--- config.mk ---
export PLATFORM = sky130hd
export DESIGN_NAME = spi_slave_mode_flat
export DESIGN_NICKNAME = d
export VERILOG_FILES = /design/src/rtl/spi_slave_mode_if.sv /design/src/rtl/spi_slave_mode.sv /design/src/flat_wrapper.sv
export SDC_FILE = /design/constraint.sdc
export NUM_CORES = 1
export LEC_CHECK = 0
export ABC_AREA = 1
export CORE_MARGIN = 5
export CORE_UTILIZATION = 47
export DETAILED_ROUTE_END_ITERATION = 12
export MAX_ROUTING_LAYER = met4
export PLACE_DENSITY = 0.79
export SLEW_MARGIN = 20
export SYNTH_ARGS = -nofsm -noshare
export SYNTH_HDL_FRONTEND = slang
export SYNTH_SLANG_ARGS = --single-unit
--- constraint.sdc ---
create_clock -name clk_i -period 1.31 [get_ports clk_i]
set_clock_uncertainty 0.05 [all_clocks]
set_input_delay 0.262 -clock clk_i [delete_from_list [all_inputs] [get_ports clk_i]]
set_output_delay 0.262 -clock clk_i [all_outputs]
set_load 0.005 [all_outputs]
--- src/rtl/spi_slave_mode_if.sv ---
// SPI slave bus bundle: external host pins plus the word-level TX/RX
// handshake towards the frame/command parser.
interface spi_slave_mode_if #(
    parameter int WORD_W = 8
);
    // Host-side SPI pins
    logic              spi_sclk_i;
    logic              spi_mosi_i;
    logic              spi_cs_n_i;
    logic              spi_miso_o;
    logic              spi_miso_oe_o;

    // Word-level side
    logic [WORD_W-1:0] spi_tx_data_i;
    logic              spi_tx_ack_o;
    logic              spi_rx_vld_o;
    logic [WORD_W-1:0] spi_rx_data_o;
    logic              spi_frame_err_o;

    // View of the SPI slave itself
    modport slave (
        input  spi_sclk_i,
        input  spi_mosi_i,
        input  spi_cs_n_i,
        input  spi_tx_data_i,
        output spi_miso_o,
        output spi_miso_oe_o,
        output spi_tx_ack_o,
        output spi_rx_vld_o,
        output spi_rx_data_o,
        output spi_frame_err_o
    );

    // View of whoever drives the pins and the TX word (host model + upstream)
    modport master (
        output spi_sclk_i,
        output spi_mosi_i,
        output spi_cs_n_i,
        output spi_tx_data_i,
        input  spi_miso_o,
        input  spi_miso_oe_o,
        input  spi_tx_ack_o,
        input  spi_rx_vld_o,
        input  spi_rx_data_o,
        input  spi_frame_err_o
    );
endinterface

--- src/rtl/spi_slave_mode.sv ---
// Parametrised SPI slave: any CPOL/CPHA mode, WORD_W-bit words, MSB- or
// LSB-first. SCLK/MOSI/CS_N are oversampled in the clk_i domain through a
// 2-FF synchroniser plus one edge-detect stage. Received words are presented
// with a one-cycle valid strobe; TX words are fetched with a one-cycle ack.
// A chip-select release in the middle of a word raises a one-cycle error.
module spi_slave_mode #(
    parameter int WORD_W    = 8,
    parameter bit CPOL      = 1'b0,
    parameter bit CPHA      = 1'b0,
    parameter bit MSB_FIRST = 1'b1
) (
    input  logic             clk_i,
    input  logic             rst_i,
    spi_slave_mode_if.slave  bus
);

    localparam int                CNT_W    = (WORD_W > 2) ? $clog2(WORD_W) : 1;
    localparam logic [CNT_W-1:0]  LAST_BIT = CNT_W'(WORD_W - 1);

    typedef enum logic {
        ST_IDLE,
        ST_ACTIVE
    } state_t;

    // ------------------------------------------------------------------
    // Input synchronisers and edge detection
    // ------------------------------------------------------------------
    logic sclk_s1, sclk_s2, sclk_d;
    logic mosi_s1, mosi_s2;
    logic cs_s1,   cs_s2,   cs_d;
    logic sync_live;   // synchroniser first stage holds a real pin sample
    logic cs_armed;    // CS has been seen high since reset

    // Two-stage synchroniser plus edge-detect delay for every SPI pin.
    // NOTE: the synchroniser stages reset to the idle pin levels rather than
    // to zero, so leaving reset with an idle bus produces no phantom edges.
    always_ff @(posedge clk_i) begin
        if (rst_i) begin
            sclk_s1   <= CPOL;
            sclk_s2   <= CPOL;
            sclk_d    <= CPOL;
            mosi_s1   <= 1'b0;
            mosi_s2   <= 1'b0;
            cs_s1     <= 1'b1;
            cs_s2     <= 1'b1;
            cs_d      <= 1'b1;
            sync_live <= 1'b0;
            cs_armed  <= 1'b0;
        end else begin
            sclk_s1   <= bus.spi_sclk_i;
            sclk_s2   <= sclk_s1;
            sclk_d    <= sclk_s2;
            mosi_s1   <= bus.spi_mosi_i;
            mosi_s2   <= mosi_s1;
            cs_s1     <= bus.spi_cs_n_i;
            cs_s2     <= cs_s1;
            cs_d      <= cs_s2;
            sync_live <= 1'b1;
            // A reset taken mid-frame must not turn the still-low CS into a
            // fresh frame start: only a real high CS sample arms the slave.
            if (sync_live && cs_s1) begin
                cs_armed <= 1'b1;
            end
        end
    end

    logic lead_edge, trail_edge, sample_edge, drive_edge;
    logic cs_fall, cs_rise;

    assign lead_edge   = (sclk_d == CPOL) && (sclk_s2 != CPOL);
    assign trail_edge  = (sclk_d != CPOL) && (sclk_s2 == CPOL);
    assign sample_edge = CPHA ? trail_edge : lead_edge;
    assign drive_edge  = CPHA ? lead_edge  : trail_edge;
    assign cs_fall     = cs_armed && cs_d && !cs_s2;
    assign cs_rise     = !cs_d && cs_s2;

    // ------------------------------------------------------------------
    // Bit-order helpers
    // ------------------------------------------------------------------
    function automatic logic first_bit(input logic [WORD_W-1:0] w);
        return MSB_FIRST ? w[WORD_W-1] : w[0];
    endfunction

    function automatic logic [WORD_W-1:0] shift_out(input logic [WORD_W-1:0] w);
        return MSB_FIRST ? {w[WORD_W-2:0], 1'b0} : {1'b0, w[WORD_W-1:1]};
    endfunction

    // ------------------------------------------------------------------
    // Frame FSM, shift registers and registered outputs
    // ------------------------------------------------------------------
    state_t             state;
    logic [CNT_W-1:0]   bit_cnt;
    logic [WORD_W-1:0]  rx_shift;
    logic [WORD_W-1:0]  rx_next;
    logic [WORD_W-1:0]  tx_shift;   // bits still to be driven after miso_q
    logic [WORD_W-1:0]  rx_data_q;
    logic               rx_vld_q;
    logic               tx_ack_q;
    logic               frame_err_q;
    logic               miso_q;
    logic               miso_oe_q;

    // Receive shift register with the currently synchronised MOSI bit merged in.
    always_comb begin
        rx_next = MSB_FIRST ? {rx_shift[WORD_W-2:0], mosi_s2}
                            : {mosi_s2, rx_shift[WORD_W-1:1]};
    end

    // Frame sequencing: CS tracking, bit counting, RX assembly, TX fetch/shift.
    // NOTE: every register here uses non-blocking assignment so all updates in
    // one clock see the same pre-edge values, independent of statement order.
    always_ff @(posedge clk_i) begin
        if (rst_i) begin
            state       <= ST_IDLE;
            bit_cnt     <= '0;
            rx_shift    <= '0;
            tx_shift    <= '0;
            rx_data_q   <= '0;
            rx_vld_q    <= 1'b0;
            tx_ack_q    <= 1'b0;
            frame_err_q <= 1'b0;
            miso_q      <= 1'b0;
            miso_oe_q   <= 1'b0;
        end else begin
            // Strobes default low and are raised for exactly one cycle below.
            rx_vld_q    <= 1'b0;
            tx_ack_q    <= 1'b0;
            frame_err_q <= 1'b0;

            case (state)
                ST_IDLE: begin
                    miso_q    <= 1'b0;
                    miso_oe_q <= 1'b0;
                    if (cs_fall) begin
                        state     <= ST_ACTIVE;
                        bit_cnt   <= '0;
                        miso_oe_q <= 1'b1;
                        tx_ack_q  <= 1'b1;
                        if (CPHA) begin
                            // First bit appears on the first leading edge.
                            tx_shift <= bus.spi_tx_data_i;
                            miso_q   <= 1'b0;
                        end else begin
                            // First bit must already be on MISO for the first sample.
                            tx_shift <= shift_out(bus.spi_tx_data_i);
                            miso_q   <= first_bit(bus.spi_tx_data_i);
                        end
                    end
                end

                ST_ACTIVE: begin
                    if (cs_rise) begin
                        // CS release takes priority over any coincident SCLK edge.
                        state     <= ST_IDLE;
                        bit_cnt   <= '0;
                        miso_q    <= 1'b0;
                        miso_oe_q <= 1'b0;
                        if (bit_cnt != '0) begin
                            frame_err_q <= 1'b1;
                        end
                    end else begin
                        if (sample_edge) begin
                            rx_shift <= rx_next;
                            if (bit_cnt == LAST_BIT) begin
                                bit_cnt   <= '0;
                                rx_data_q <= rx_next;
                                rx_vld_q  <= 1'b1;
                                if (CPHA) begin
                                    // Next word is fetched ahead of its first leading edge.
                                    tx_shift <= bus.spi_tx_data_i;
                                    tx_ack_q <= 1'b1;
                                end
                            end else begin
                                bit_cnt <= bit_cnt + CNT_W'(1);
                            end
                        end

                        if (drive_edge) begin
                            if (!CPHA && (bit_cnt == '0)) begin
                                // Trailing edge right after a completed word: start the next one.
                                tx_shift <= shift_out(bus.spi_tx_data_i);
                                miso_q   <= first_bit(bus.spi_tx_data_i);
                                tx_ack_q <= 1'b1;
                            end else begin
                                tx_shift <= shift_out(tx_shift);
                                miso_q   <= first_bit(tx_shift);
                            end
                        end
                    end
                end

                default: begin
                    state <= ST_IDLE;
                end
            endcase
        end
    end

    assign bus.spi_miso_o      = miso_q;
    assign bus.spi_miso_oe_o   = miso_oe_q;
    assign bus.spi_tx_ack_o    = tx_ack_q;
    assign bus.spi_rx_vld_o    = rx_vld_q;
    assign bus.spi_rx_data_o   = rx_data_q;
    assign bus.spi_frame_err_o = frame_err_q;

endmodule

--- src/flat_wrapper.sv ---
// flat-port wrapper written by rule: the top's interface ports become plain ports
module spi_slave_mode_flat 
#(
    parameter int WORD_W    = 8,
    parameter bit CPOL      = 1'b0,
    parameter bit CPHA      = 1'b0,
    parameter bit MSB_FIRST = 1'b1
)
  (clk_i, rst_i, bus_spi_sclk_i, bus_spi_mosi_i, bus_spi_cs_n_i, bus_spi_tx_data_i, bus_spi_miso_o, bus_spi_miso_oe_o, bus_spi_tx_ack_o, bus_spi_rx_vld_o, bus_spi_rx_data_o, bus_spi_frame_err_o);
  spi_slave_mode_if #(.WORD_W(WORD_W)) bus_i ();
  input  logic clk_i;
  input  logic rst_i;
  input wire logic [$bits(bus_i.spi_sclk_i)-1:0] bus_spi_sclk_i;
  input wire logic [$bits(bus_i.spi_mosi_i)-1:0] bus_spi_mosi_i;
  input wire logic [$bits(bus_i.spi_cs_n_i)-1:0] bus_spi_cs_n_i;
  input wire logic [$bits(bus_i.spi_tx_data_i)-1:0] bus_spi_tx_data_i;
  output wire logic [$bits(bus_i.spi_miso_o)-1:0] bus_spi_miso_o;
  output wire logic [$bits(bus_i.spi_miso_oe_o)-1:0] bus_spi_miso_oe_o;
  output wire logic [$bits(bus_i.spi_tx_ack_o)-1:0] bus_spi_tx_ack_o;
  output wire logic [$bits(bus_i.spi_rx_vld_o)-1:0] bus_spi_rx_vld_o;
  output wire logic [$bits(bus_i.spi_rx_data_o)-1:0] bus_spi_rx_data_o;
  output wire logic [$bits(bus_i.spi_frame_err_o)-1:0] bus_spi_frame_err_o;
  assign bus_i.spi_sclk_i = bus_spi_sclk_i;
  assign bus_i.spi_mosi_i = bus_spi_mosi_i;
  assign bus_i.spi_cs_n_i = bus_spi_cs_n_i;
  assign bus_i.spi_tx_data_i = bus_spi_tx_data_i;
  assign bus_spi_miso_o = bus_i.spi_miso_o;
  assign bus_spi_miso_oe_o = bus_i.spi_miso_oe_o;
  assign bus_spi_tx_ack_o = bus_i.spi_tx_ack_o;
  assign bus_spi_rx_vld_o = bus_i.spi_rx_vld_o;
  assign bus_spi_rx_data_o = bus_i.spi_rx_data_o;
  assign bus_spi_frame_err_o = bus_i.spi_frame_err_o;
  spi_slave_mode #(.WORD_W(WORD_W), .CPOL(CPOL), .CPHA(CPHA), .MSB_FIRST(MSB_FIRST)) u_core (.clk_i(clk_i), .rst_i(rst_i), .bus(bus_i));
endmodule
==> results of run 1 <==
==> stage by stage <==
stage | power, mW | util | setup TNS [ns] | cell area, µm² | worst slack, ns
after floorplan | 1.43 | - | 0 | 1730 | 0.0252
after global placement | 1.52 | 0.593 | -0.00749 | 2140 | -0.00655
after detailed placement | 1.53 | 0.593 | -0.219 | 2140 | -0.0434
after CTS | 2.33 | 0.623 | 0 | 2250 | 0.0141
after global routing | 2.46 | 0.645 | -0.00153 | 2320 | -0.00153
final | 2.36 | 0.645 | 0 | 2320 | 0.0859
==> worst reg2reg max path, delay by kind of cell (launching register included) <==
kind | cells | cell delay [ns]
AOI/OAI and AO/OA | 1 | 0.15
and+or+nand+nor | 3 | 0.23
buffers and inverters | 2 | 0.23
DFF | 1 | 0.36
adders and majority gates | 1 | 0.15
==> cells in the mapped netlist (all sizes together) <==
| cell type | count | area [µm²] |
|---|---|---|
| or2 | 2 | 12.5 |
| ha | 3 | 37.5 |
| inv | 24 | 90.1 |
| a21boi | 1 | 7.51 |
| dfxtp | 41 | 821 |
| a21oi | 6 | 30.0 |
| nand3b | 7 | 52.6 |
| nor2 | 51 | 199 |
| nand3 | 30 | 155 |
| buf | 5 | 32.5 |
| o21ai | 6 | 30.0 |
| nand2 | 53 | 219 |
| clkbuf | 2 | 7.51 |
| nor3 | 2 | 21.3 |
| nand4 | 2 | 12.5 |
==> routing by layer <==
layer | part of all wire | global-route usage | vias to the layer above
met5 | 0 | - | -
met4 | 0.011 | 0.0543 | 0
met3 | 0.063 | 0.0412 | 10
met2 | 0.49 | 0.266 | 51
met1 | 0.44 | 0.183 | 725
li1 | - | - | 819
==> how the worst max path moves through the flow <==
stage	from	endpoint	slack (ns)
finish	u_core.bit_cnt[0]$_SDFFE_PP0P_	u_core.tx_shift[1]$_SDFFE_PP0P_	0.09
global route	u_core.bit_cnt[0]$_SDFFE_PP0P_	u_core.tx_shift[4]$_SDFFE_PP0P_	-0.002
CTS	u_core.bit_cnt[0]$_SDFFE_PP0P_	u_core.bus.spi_rx_data_o[7]$_SDFFE_PP0P_	0.01
detailed placement	u_core.bit_cnt[0]$_SDFFE_PP0P_	u_core.bus.spi_rx_data_o[5]$_SDFFE_PP0P_	-0.04
global placement	u_core.bit_cnt[0]$_SDFFE_PP0P_	u_core.bus.spi_frame_err_o$_SDFF_PP0_	-0.007
floorplan	u_core.bit_cnt[0]$_SDFFE_PP0P_	u_core.tx_shift[2]$_SDFFE_PP0P_	0.03
==> kinds of logic after synthesis <==
family | Yosys count | share of synthesized area
AO/OA/AOI/OAI | 13 | 0.0391
adder cells (fa/ha/maj) | 3 | 0.0217
buffers and inverters | 31 | 0.0753
flip-flops | 41 | 0.475
AND/OR/NAND/NOR | 147 | 0.389
==> placed cells by master, fill, tap and decap left out, drive strengths merged <==
master,instances
clkbuf,6
nor2,51
nand4,2
nor3,2
or2,2
a21oi,6
a21boi,1
ha,3
buf,18
nand3,30
nand2,53
clkdlybuf4s50,12
clkinvlp,2
o21ai,6
dlygate4sd2,13
inv,24
nand3b,7
dfxtp,41
==> power by group <==
group | switching (mW) | total, mW | internal [mW]
Combinational | 0.125 | 0.243 | 0.119
Sequential | 0.0176 | 1.29 | 1.27
Clock | 0.447 | 0.822 | 0.375
==> state kept, by name, summed over array words and instances (netlist names), 3 cells and up <==
register and count:
u_core.bit_cnt 3, u_core.bus.spi_rx_data_o 8, u_core.rx_shift 7, u_core.tx_shift 7
==> final cells by class <==
cell class | instances | area, µm²
timing repair buffer | 43 | 393
sequential | 41 | 835
multi-input combinational | 163 | 860
clock inverter | 2 | 15.0
inverter | 24 | 90.1
tap | 48 | 60.1
fill | 310 | 1280
clock buffer | 6 | 72.6
==> timing repair <==
| item | in CTS | in global routing |
|---|---|---|
| endpoints found under the setup margin | 28 | 19 |
| cloned | 0 | 1 |
| resized for setup | 26 | 21 |
| hold endpoints to repair | 0 | 0 |
| pin swaps | 2 | 6 |
| buffers inserted | 1 | 0 |
==> run metrics, run 1 <==
Mapped Nets ~250; Hold/Removal Path Class flop to flop; Worst Tran Pin Value slightly below 0.3 ns; Starting Density 0.479; WP buf/inv 2; first-pass GRT wire length 6.38 mm; Seq/Total Area, Yosys 0.475; Worst Setup Start Kind flop; RD Place Congestion between 0.7 and 0.8; CTS tree done; FF-to-FF Start u_core.bit_cnt[0]$_SDFFE_PP0P_; Die H between 70 and 80 µm; hold_buf cts 0; grt ovf 0; Die W 70.6 µm; status finished, final reports clean; clock slew at reported path FFs roughly 0.080 ns; placed cell count between 300 and 400; DR vias/cell 4.91; cell-by-cell trace of the critical path inv_2, ha_4, nand2_4, buf_4, a21boi_0, nor2_1, nor2_1; Final Non-Filler Cells roughly 330; GRT Util Overall 0.158; Remaining DRCs 0; Core Footprint 3610 µm²; die area 4990 µm²; Post-DP HPWL roughly 2.5 mm; Most Frequent Cell on Critical Path nor2_1; Worst EP required around 1.5 ns; Final nets between 200 and 300; CTS Buf Count 5; Hold Path Cell Cnt 2; post-synth cell types 24; Crit path largest cell delay 0.36 ns; Iteration-0 DRC Markers about 140; final worst path period need roughly 1.2 ns; Hold Startpoint u_core.sclk_s1$_SDFF_PP0_; Routed WL 3.65 mm; layout cell share with drive strength beyond 1 0.208; Crit path max-delay family flip-flops; Min Hold Slack between 0.3 and 0.4 ns; IR drop worst, VDD just under 0.6 mV; Root Buffer clkbuf_8; clock latency on the worst-skew pair approximately 0.29 ns; Critical Path Slowest Stage Cell dfxtp_4; worst-path fanout max 4; Yosys reg bits 41; leakage power 1.12 nW; Ys Warns 0; diodes inserted 0; initial antenna violation count 0; clk sink count around 40; WS Path Type flop to flop; Max Slew Vio Count 0; DR vias approximately 1600; Port Buffer Count 25; cell count of the worst reg-to-reg path 7; vias in the first global route roughly 1500; Worst Hold End u_core.sclk_s2$_SDFF_PP0_; CP arrival roughly 1.4 ns; IO Pins 26; H-tree level count 2; max cap viols 0; Layout Area Growth over Synthesis 34.5%; Antenna Nets Post-Route 0; Avg Inst Size Synth between 7 and 8 µm²; largest net degree at the start of global routing 32; WL per Instance 11.2 µm; CTS Buffer Depth 2; crit end category flop; stages on the worst setup path 7; count of final setup violators 0; Fmax ~820 MHz; post-synthesis cell area 1730 µm²; crit share post-route 0.934; Post-Synthesis Cells ~240; PD cells between 1000 and 1500 nW/µm²; Worst slew margin 0.806; num rows 22; iteration count of the initial detailed-routing pass 4; Reg2Reg Setup Slack 0.09 ns; final count of hold timing violations 0; reg2reg end u_core.tx_shift[1]$_SDFFE_PP0P_
No activity file was read; power rests on OpenSTA's default activity.
==> run 2, diff against run 1 <==
Settings changed: SLEW_MARGIN 20 to 10.
==> results of run 2 <==
No change in the layout: final DEF, timing and power equal those of run 1.
